==> src/rtl/timer_pkg.sv <==
// Shared types and constants for the interval-timer controller.
// Pure declarations; no state.
package timer_pkg;

  localparam int COUNT_W = 8;

  localparam logic MODE_ONESHOT  = 1'b0;
  localparam logic MODE_PERIODIC = 1'b1;

  typedef enum logic [1:0] {
    ST_IDLE = 2'd0,
    ST_RUN  = 2'd1,
    ST_HOLD = 2'd2
  } state_e;

  function automatic logic is_busy(input state_e s);
    return (s == ST_RUN) || (s == ST_HOLD);
  endfunction

endpackage

==> src/rtl/tick_prescaler.sv <==
// Clock divider: step_o pulses combinationally on the enabled cycle where the
// divider has reached limit_i, so one step occurs every limit_i+1 enabled cycles.
module tick_prescaler #(
  parameter int PRESCALE_W = 8
) (
  input  logic                  clk,
  input  logic                  rst,
  input  logic                  clear_i,
  input  logic                  enable_i,
  input  logic [PRESCALE_W-1:0] limit_i,
  output logic                  step_o
);

  logic [PRESCALE_W-1:0] cnt_q, cnt_d;

  assign step_o = enable_i && (cnt_q == limit_i);

  always_comb begin
    cnt_d = cnt_q;
    if (clear_i) begin
      cnt_d = '0;
    end else if (step_o) begin
      cnt_d = '0;
    end else if (enable_i) begin
      cnt_d = cnt_q + PRESCALE_W'(1);
    end
  end

  always_ff @(posedge clk or posedge rst) begin
    if (rst) begin
      cnt_q <= '0;
    end else begin
      cnt_q <= cnt_d;
    end
  end

endmodule

==> src/rtl/timer_ctrl.sv <==
// Interval-timer controller: IDLE/RUN/HOLD FSM gating a prescaled 8-bit up-counter.
// All outputs registered; first tick (N+1)(P+1) edges after the start edge.
module timer_ctrl
  import timer_pkg::*;
#(
  parameter int PRESCALE_W = 8
) (
  input  logic                  clk,
  input  logic                  rst,
  input  logic                  start_i,
  input  logic                  stop_i,
  input  logic                  hold_i,
  input  logic                  mode_i,
  input  logic [COUNT_W-1:0]    period_i,
  input  logic [PRESCALE_W-1:0] prescale_i,
  input  logic                  irq_clr_i,
  output logic                  busy_o,
  output logic [COUNT_W-1:0]    count_o,
  output logic                  tick_o,
  output logic                  done_o,
  output logic                  irq_o
);

  state_e                state_q, state_d;
  logic [COUNT_W-1:0]    count_q, count_d;
  logic [COUNT_W-1:0]    period_q, period_d;
  logic [PRESCALE_W-1:0] prescale_q, prescale_d;
  logic                  mode_q, mode_d;
  logic                  tick_q, tick_d;
  logic                  done_q, done_d;
  logic                  irq_q, irq_d;

  logic presc_clr;
  logic presc_en;
  logic step;

  // HOLD with hold released advances on that same edge, so held cycles add
  // exactly one edge each to the tick time.
  assign presc_en  = is_busy(state_q) && !stop_i && !hold_i;
  assign presc_clr = (state_q == ST_IDLE) && start_i && !stop_i;

  tick_prescaler #(
    .PRESCALE_W(PRESCALE_W)
  ) u_prescaler (
    .clk      (clk),
    .rst      (rst),
    .clear_i  (presc_clr),
    .enable_i (presc_en),
    .limit_i  (prescale_q),
    .step_o   (step)
  );

  always_comb begin
    state_d    = state_q;
    count_d    = count_q;
    period_d   = period_q;
    prescale_d = prescale_q;
    mode_d     = mode_q;
    tick_d     = 1'b0;
    done_d     = 1'b0;
    irq_d      = irq_q;

    unique case (state_q)
      ST_IDLE: begin
        if (start_i && !stop_i) begin
          mode_d     = mode_i;
          period_d   = period_i;
          prescale_d = prescale_i;
          count_d    = '0;
          state_d    = ST_RUN;
        end
      end
      ST_RUN, ST_HOLD: begin
        if (stop_i) begin
          state_d = ST_IDLE;
        end else if (hold_i) begin
          state_d = ST_HOLD;
        end else begin
          state_d = ST_RUN;
          if (step) begin
            if (count_q == period_q) begin
              count_d = '0;
              tick_d  = 1'b1;
              if (mode_q == MODE_ONESHOT) begin
                done_d  = 1'b1;
                state_d = ST_IDLE;
              end
            end else begin
              count_d = count_q + COUNT_W'(1);
            end
          end
        end
      end
      default: state_d = ST_IDLE;
    endcase

    // A coincident tick overrides the clear.
    if (irq_clr_i) begin
      irq_d = 1'b0;
    end
    if (tick_d) begin
      irq_d = 1'b1;
    end
  end

  always_ff @(posedge clk or posedge rst) begin
    if (rst) begin
      state_q    <= ST_IDLE;
      count_q    <= '0;
      period_q   <= '0;
      prescale_q <= '0;
      mode_q     <= MODE_ONESHOT;
      tick_q     <= 1'b0;
      done_q     <= 1'b0;
      irq_q      <= 1'b0;
    end else begin
      state_q    <= state_d;
      count_q    <= count_d;
      period_q   <= period_d;
      prescale_q <= prescale_d;
      mode_q     <= mode_d;
      tick_q     <= tick_d;
      done_q     <= done_d;
      irq_q      <= irq_d;
    end
  end

  assign busy_o  = is_busy(state_q);
  assign count_o = count_q;
  assign tick_o  = tick_q;
  assign done_o  = done_q;
  assign irq_o   = irq_q;

endmodule

==> config.mk <==
export PLATFORM = sky130hd
export DESIGN_NAME = timer_ctrl
export DESIGN_NICKNAME = d
export VERILOG_FILES = /design/src/rtl/timer_pkg.sv /design/src/rtl/tick_prescaler.sv /design/src/rtl/timer_ctrl.sv
export SDC_FILE = /design/constraint.sdc
export NUM_CORES = 1
export LEC_CHECK = 0
export ABC_AREA = 1
export CORE_UTILIZATION = 57
export CTS_CLUSTER_DIAMETER = 200
export DETAILED_ROUTE_END_ITERATION = 12
export PLACE_DENSITY = 0.85
export SETUP_SLACK_MARGIN = 0.05
export SLEW_MARGIN = 40
export SYNTH_ARGS = -nofsm -noshare
export SYNTH_HDL_FRONTEND = slang
export SYNTH_SLANG_ARGS = --single-unit
==> constraint.sdc <==
create_clock -name clk -period 5.15 [get_ports clk]
set_input_delay 0.7725 -clock clk [delete_from_list [all_inputs] [get_ports clk]]
set_output_delay 0.7725 -clock clk [all_outputs]
set_load 0.02 [all_outputs]
== Word-level counts from Yosys, hierarchy flattened ==
Cells that the tools add are included.

* Register bits after elaboration: 38
* Input bits: 23

* $add $sub $neg: 2
* Equal/unequal tests: 8
* Reductions and logical operators: 16
* Mux-type cells: 29

{| class="wikitable"
|+ Operators with widths
! operator !! number
|-
| two-way mux 8 bit || 8
|-
| adder 8 x 1 -> 8 bit, second input constant || 2
|-
| equality test 8 bit || 2
|-
| two-way mux 1 bit || 16
|-
| case mux 8 bit (2 select lines) || 1
|-
| logical AND 1 bit || 6
|-
| two-way mux 2 bit || 3
|-
| inequality test 2 bit, second input constant || 3
|-
| AND reduction 5 bit || 1
|-
| case mux 2 bit (2 select lines) || 1
|-
| nonzero test 2 bit || 2
|-
| nonzero test 3 bit || 1
|-
| equality test 2 x 1 -> 1 bit, second input constant || 1
|-
| equality test 2 bit, second input constant || 1
|-
| zero test 1 bit || 2
|-
| zero test 2 bit || 1
|-
| inequality test 2 x 1 -> 1 bit, second input constant || 1
|-
| AND reduction 2 bit || 1
|-
| OR reduction 2 bit || 1
|-
| logical OR 1 bit || 1
|}

== Logic depth before layout (Yosys ltp) ==
* Depth after elaboration: 10
* Mapped depth: 12

== Cells and area by module ==
Synthesis repeated with hierarchy kept, for this count alone.

* Cells, all modules: 305
* Area, all modules: 2,209.6 um2

{| class="wikitable"
|+ By module, submodules not included
! module !! area an instance (um2) !! seq. area each (um2) !! times used !! cells an instance
|-
| timer_ctrl || 1,521.5 || 750.7 || 1 || 193
|-
| tick_prescaler || 688.2 || 200.2 || 1 || 112
|}

== Least setup slack after synthesis ==
No wires, ideal clock.

* Path kind: register to register
* Start point: register state_q[0]
* End point: register count_q[1] (netlist: count_o[1])
* Arrival: 1.762 ns
* Path slack: 3.269 ns
* Stages on the path, launching flop included: 13
* Buffers on the path: 1
* Cell sequence: dfrtp_1 inv_1 ha_1 nand3_2 nor2_1 nand3_1 nor2_2 inv_2 nand2_2 nand2_2 buf_6 nand2_1 o21ai_2

* Longest elaborated chain between the ends: 7

{| class="wikitable"
|+ RTL lines
! what !! RTL line !! text
|-
| from (decl) || timer_ctrl.sv:24 || <nowiki>state_e state_q, state_d;</nowiki>
|-
| from (signal assigned) || timer_ctrl.sv:117 || <nowiki>state_q <= state_d;</nowiki>
|-
| equality test 2 x 1 -> 1 bit / equality test 2 bit (equally long branches) || - ||
|-
| logical OR 1 bit (*) || - ||
|-
| named net busy_o || timer_ctrl.sv:17 || <nowiki>output logic busy_o,</nowiki>
|-
| logical AND 1 bit (*) (2 in series) || timer_ctrl.sv:39 || <nowiki>assign presc_en = is_busy(state_q) && !stop_i && !hold_i;</nowiki>
|-
| logical AND 1 bit (*) || tick_prescaler.sv:16 || <nowiki>assign step_o = enable_i && (cnt_q == limit_i);</nowiki>
|-
| inequality test 2 bit (no source line) (*) || - ||
|-
| AND reduction 5 bit (no source line) (*) || - ||
|-
| to (signal assigned) || timer_ctrl.sv:118 || <nowiki>count_q <= count_d;</nowiki>
|-
| to (decl) || timer_ctrl.sv:25 || <nowiki>logic [COUNT_W-1:0] count_q, count_d;</nowiki>
|}

Mark *: on every way through the listed nets, which the timed path passes. The rest lies on a longest branch.
A chain may end at the register's enable or synchronous reset.

== Worst setup path after layout ==
* Start point: input port stop_i
* End point: register u_prescaler.cnt_q[7]

* Longest elaborated chain between the ends: 6

{| class="wikitable"
|+ RTL lines
! what !! RTL line !! text
|-
| from (decl) || timer_ctrl.sv:11 || <nowiki>input logic stop_i,</nowiki>
|-
| zero test 1 bit (*) || timer_ctrl.sv:39, timer_ctrl.sv:40 ||
|-
| logical AND 1 bit (2 in series) || timer_ctrl.sv:39 ||
|-
| logical AND 1 bit || tick_prescaler.sv:16 ||
|-
| two-way mux 8 bit || tick_prescaler.sv:22 || <nowiki>end else if (step_o) begin</nowiki>
|-
| two-way mux 8 bit || tick_prescaler.sv:20 || <nowiki>if (clear_i) begin</nowiki>
|-
| to (signal assigned) || tick_prescaler.sv:33 || <nowiki>cnt_q <= cnt_d;</nowiki>
|-
| to (decl) || tick_prescaler.sv:14 || <nowiki>logic [PRESCALE_W-1:0] cnt_q, cnt_d;</nowiki>
|}

Mark *: on every way between the ends. The rest lies on a longest branch, timed or not.

==> out/results.env <==
NUMBER_OF_CELLS_UPSIZED_OR_DOWNSIZED_AFTER_CTS=0
SHARE_OF_THE_YOSYS_CHIP_AREA_BELONGING_TO_REGISTERS_PCT=45.67
DIEHEIGHT_UM=62.44
CRIT_PATH_START_KIND='input pin'
IR_DROP_uV=264.7
RSZ_0062_RAISED_AFTER_GLOBAL_ROUTING='false'
CRITPATHCAPTURETYPE='flip-flop'
CLOCK_SKEW_PS=7.619
SIGNAL_ARRIVAL_TIME_AT_THE_WORST_ENDPOINT_PS=3040
DETAILED_PLACE_HPWL_UM=3193
POWERDENSITY_mW_PER_MM2=489.6
FP.COREAREA_SQ_MM=0.003416
NETLIST_AREA_PRE_PLACE_SQ_MM=0.002082
VIAS=1942
FINAL_CELL_MIX='nand2_1 (103), inv_1 (44), dfrtp_1 (38), clkdlybuf4s50_1 (34), nor2_1 (23)'
NUM-NETS-FINAL=355
GRT_ANTENNA_BEFORE_REPAIR=0
POST_DRT_WL_PER_CELL_UM=12.02
PWR-SHARE-COMB_PCT=47.3
CRITPATHKIND='input pin to flip-flop'
FINAL.PERIOD_UTILIZATION_PCT=53.82
PIN_COUNT=35
FINALCRITICALPERIOD_PS=2772
FINAL_LAYOUT_SIZE_SUFFIX_GT1_SHARE_PCT=5.199
SEQ_POWER_SHARE_PCT=40.1
LAYOUT-AREA-OVERHEAD-VS-SYNTH_PCT=20.67
FINALHOLDWORSTSLACK_PS=443.8
POWER_REPORT.INTERNAL_TOTAL_uW=681.6
YOSYS_CELL_TYPES=26
ANTENNA_FIX_CELLS=0
FINAL_SLEW_VIOL_COUNT=0
CLOCK_SINK_COUNT=38
GRT_PASS1_WL_UM=8073
DIE-WIDTH_UM=62.44
DRC=0
GRT_USE_TOTAL_PCT=26.41
CLOCK_POWER_SHARE_PCT=12.6
TIMING.HOLD.WORST.CLASS='flip-flop to flip-flop'
GRT_MAX_DEGREE=39
CRITPATHMAXFANOUT=33
WORST_SETUP_HOLD_PATH_CLK_SLEW_PS=110
SLEW_HR_PCT=51.84
HOLD_BUFFER_COUNT_AT_CTS=0
GATE_COUNT_OF_THE_MAPPED_NETLIST=291
WORSTMARGINPINSLEW_PS=718.0
FILLER_CELL_COUNT=276
DETAILEDROUTE.FIRSTITERATIONVIOLATIONS=120
CLOCK_INSERTION_DELAY_WORST_SKEW_PS=350
HTREE_NUM_LEVELS=2
OVERALL_ROUTED_NET_LENGTH_UM=4484
CTS_ROOT_BUFFER='clkbuf_4'
POST-CTS-SETUP-BUFFER-COUNT=0
POSTPLACECELLAREA_SQ_MM=0.002461
FLOORPLAN.DIE_AREA_SQ_MM=0.003898
GR-TOTAL-OVERFLOW=0
TIMING.CRITICAL_PATH.SLOWEST_STAGE_CELL='nor2_1'
CRITPATHMAXSTAGEDELAY_PS=650
TNS_PS=0
OUTCOME='finished, final reports clean'
TOTAL_NUMBER_OF_PLACEMENT_ROWS=21
FMAX_MHz=360.8
TOTAL_SWITCHING_POWER_uW=548.6
SWITCH_SHARE_PCT=44.60
TRITONCTS.NUM_BUFFERS=5
YS_SEQ_ELEMENTS=38
GPL.FINAL_WEIGHTED_CONGESTION=0.8407
MEAN_NUMBER_OF_VIAS_PER_CELL=5.206
POWER_LEAKAGE_uW=0.001256
YOSYS_WARNINGS=0
DRV_CAP=0
DRT_PRE_ANTENNA_ITERS=4
MOSTFREQUENTLAYOUTCELL='nand2_1'
CRIT_REQUIRED_PS=5420
HOLD_VIOL=0
GRT_PASS1_VIAS=1840
DRTANTENNAVIOLNETS=0
PLACEMENT.IO_BUFFERS=34
POSTSYNTHAREAPERCELL_SQ_UM=7.155
SETUP-VIOLATIONS-FINAL=0
TIMING.CRITICAL_PATH.CELLS='clkdlybuf4s50_1, inv_1, nand3_1, clkinv_1, nor2_1, o21ai_0, a21oi_1'
EFFECTIVE_UTILIZATION_AT_FLOORPLAN_PCT=60.95
CTS-ROOT-TO-SINK-BUFFERS=2
MAPPEDNETLISTNETS=318
CLOCK_TREE_FROM_TRITONCTS='built'
LAYOUT.CELL_AREA.NON_FILLER_SQ_MM=0.002512
-- layer usage --
metal  part of all wire (%)  track usage (%)
met5                      0                0
met4                    2.2            9.593
met3                    5.6            6.752
met2                     44            39.81
met1                     48            36.79
-- kinds of logic after synthesis --
| family | count (synthesis) | synth area share [%] |
|---|---|---|
| flip-flops | 38 | 45.67 |
| adder cells (fa/ha/maj) | 4 | 2.404 |
| buffers and inverters | 52 | 9.735 |
| XOR/XNOR | 2 | 0.8415 |
| AND/OR/NAND/NOR | 155 | 30.89 |
| AO/OA/AOI/OAI | 40 | 10.46 |
-- cells in the mapped netlist (all sizes together) --
cell       n  area (sq um)
or2        1         6.260
buf        2         15.01
a2bb2oi    1         8.760
xor2       1         8.760
nand3b     2         15.01
nand2    105         399.1
inv       47         176.4
dfrtp     38         950.9
ha         4         50.05
nand4      8         50.05
o22ai      1         6.260
o21ai     27         146.4
a31oi      1         6.260
nor2      24         92.59
nor3       2         10.01
nand3     13         70.07
a21oi     10         50.05
xnor2      1         8.760
clkbuf     3         11.26
-- power by group through the flow --
stage / Combinational (uW) / Sequential, uW / Clock [uW]
global placement: 560 / 494 / 0
finish: 582 / 493 / 155
CTS: 580 / 490 / 158
global route: 665 / 506 / 171
detailed placement: 572 / 496 / 0
floorplan: 411 / 496 / 0
-- sequential cells by signal, indices dropped and copies added, names as in the netlist --
name               cells
mode_q                 1
u_prescaler.cnt_q      8
period_q               8
state_q                2
prescale_q             8
tick_o                 1
count_o                8
irq_o                  1
done_o                 1
-- stage by stage --
| step | util [%] | worst slack (ps) | power [uW] | cells |
|---|---|---|---|---|
| after global placement | 72.05 | 2478 | 1054 | 367 |
| after global routing | 73.55 | 2083 | 1342 | 373 |
| final | 73.55 | 2378 | 1230 | 373 |
| after floorplan | - | 3269 | 906.7 | 291 |
| after CTS | 73.55 | 2513 | 1228 | 373 |
| after detailed placement | 72.05 | 2369 | 1069 | 367 |
-- path summary, 6_finish.rpt --
check                                  startpoint                          endpoint  slack [ps]  depth (start not counted)
max                                        stop_i  u_prescaler.cnt_q[7]$_DFFE_PP0P_        2380                          7
min                            mode_q$_DFFE_PP0P_                  done_o$_DFF_PP0_         440                          1
max reg2reg                state_q[0]$_DFFE_PP0P_  u_prescaler.cnt_q[7]$_DFFE_PP0P_        2650                          7
min reg2reg                    mode_q$_DFFE_PP0P_                  done_o$_DFF_PP0_         440                          1
max in group asynchronous                     rst  u_prescaler.cnt_q[5]$_DFFE_PP0P_        3970                          3
min in group asynchronous                     rst            count_o[3]$_DFFE_PP0P_         850                          3
-- area by class of cell --
| type | count | area (sq um) | area share, % |
|---|---|---|---|
| flip-flops and latches | 38 | 950.9 | 37.85 |
| multi-input cells | 201 | 928.4 | 36.95 |
| clock buffers | 6 | 51.30 | 2.042 |
| repair buffers | 35 | 347.8 | 13.84 |
| inverters | 47 | 176.4 | 7.022 |
| well taps | 46 | 57.56 | 2.291 |
-- critical path, delay by kind of cell --
kind,cells,cell delay (ps)
AND/OR/NAND/NOR,2,800
buffers and inverters,3,1140
AO/OA/AOI/OAI,2,340
Power figures use the tool's default switching activity.
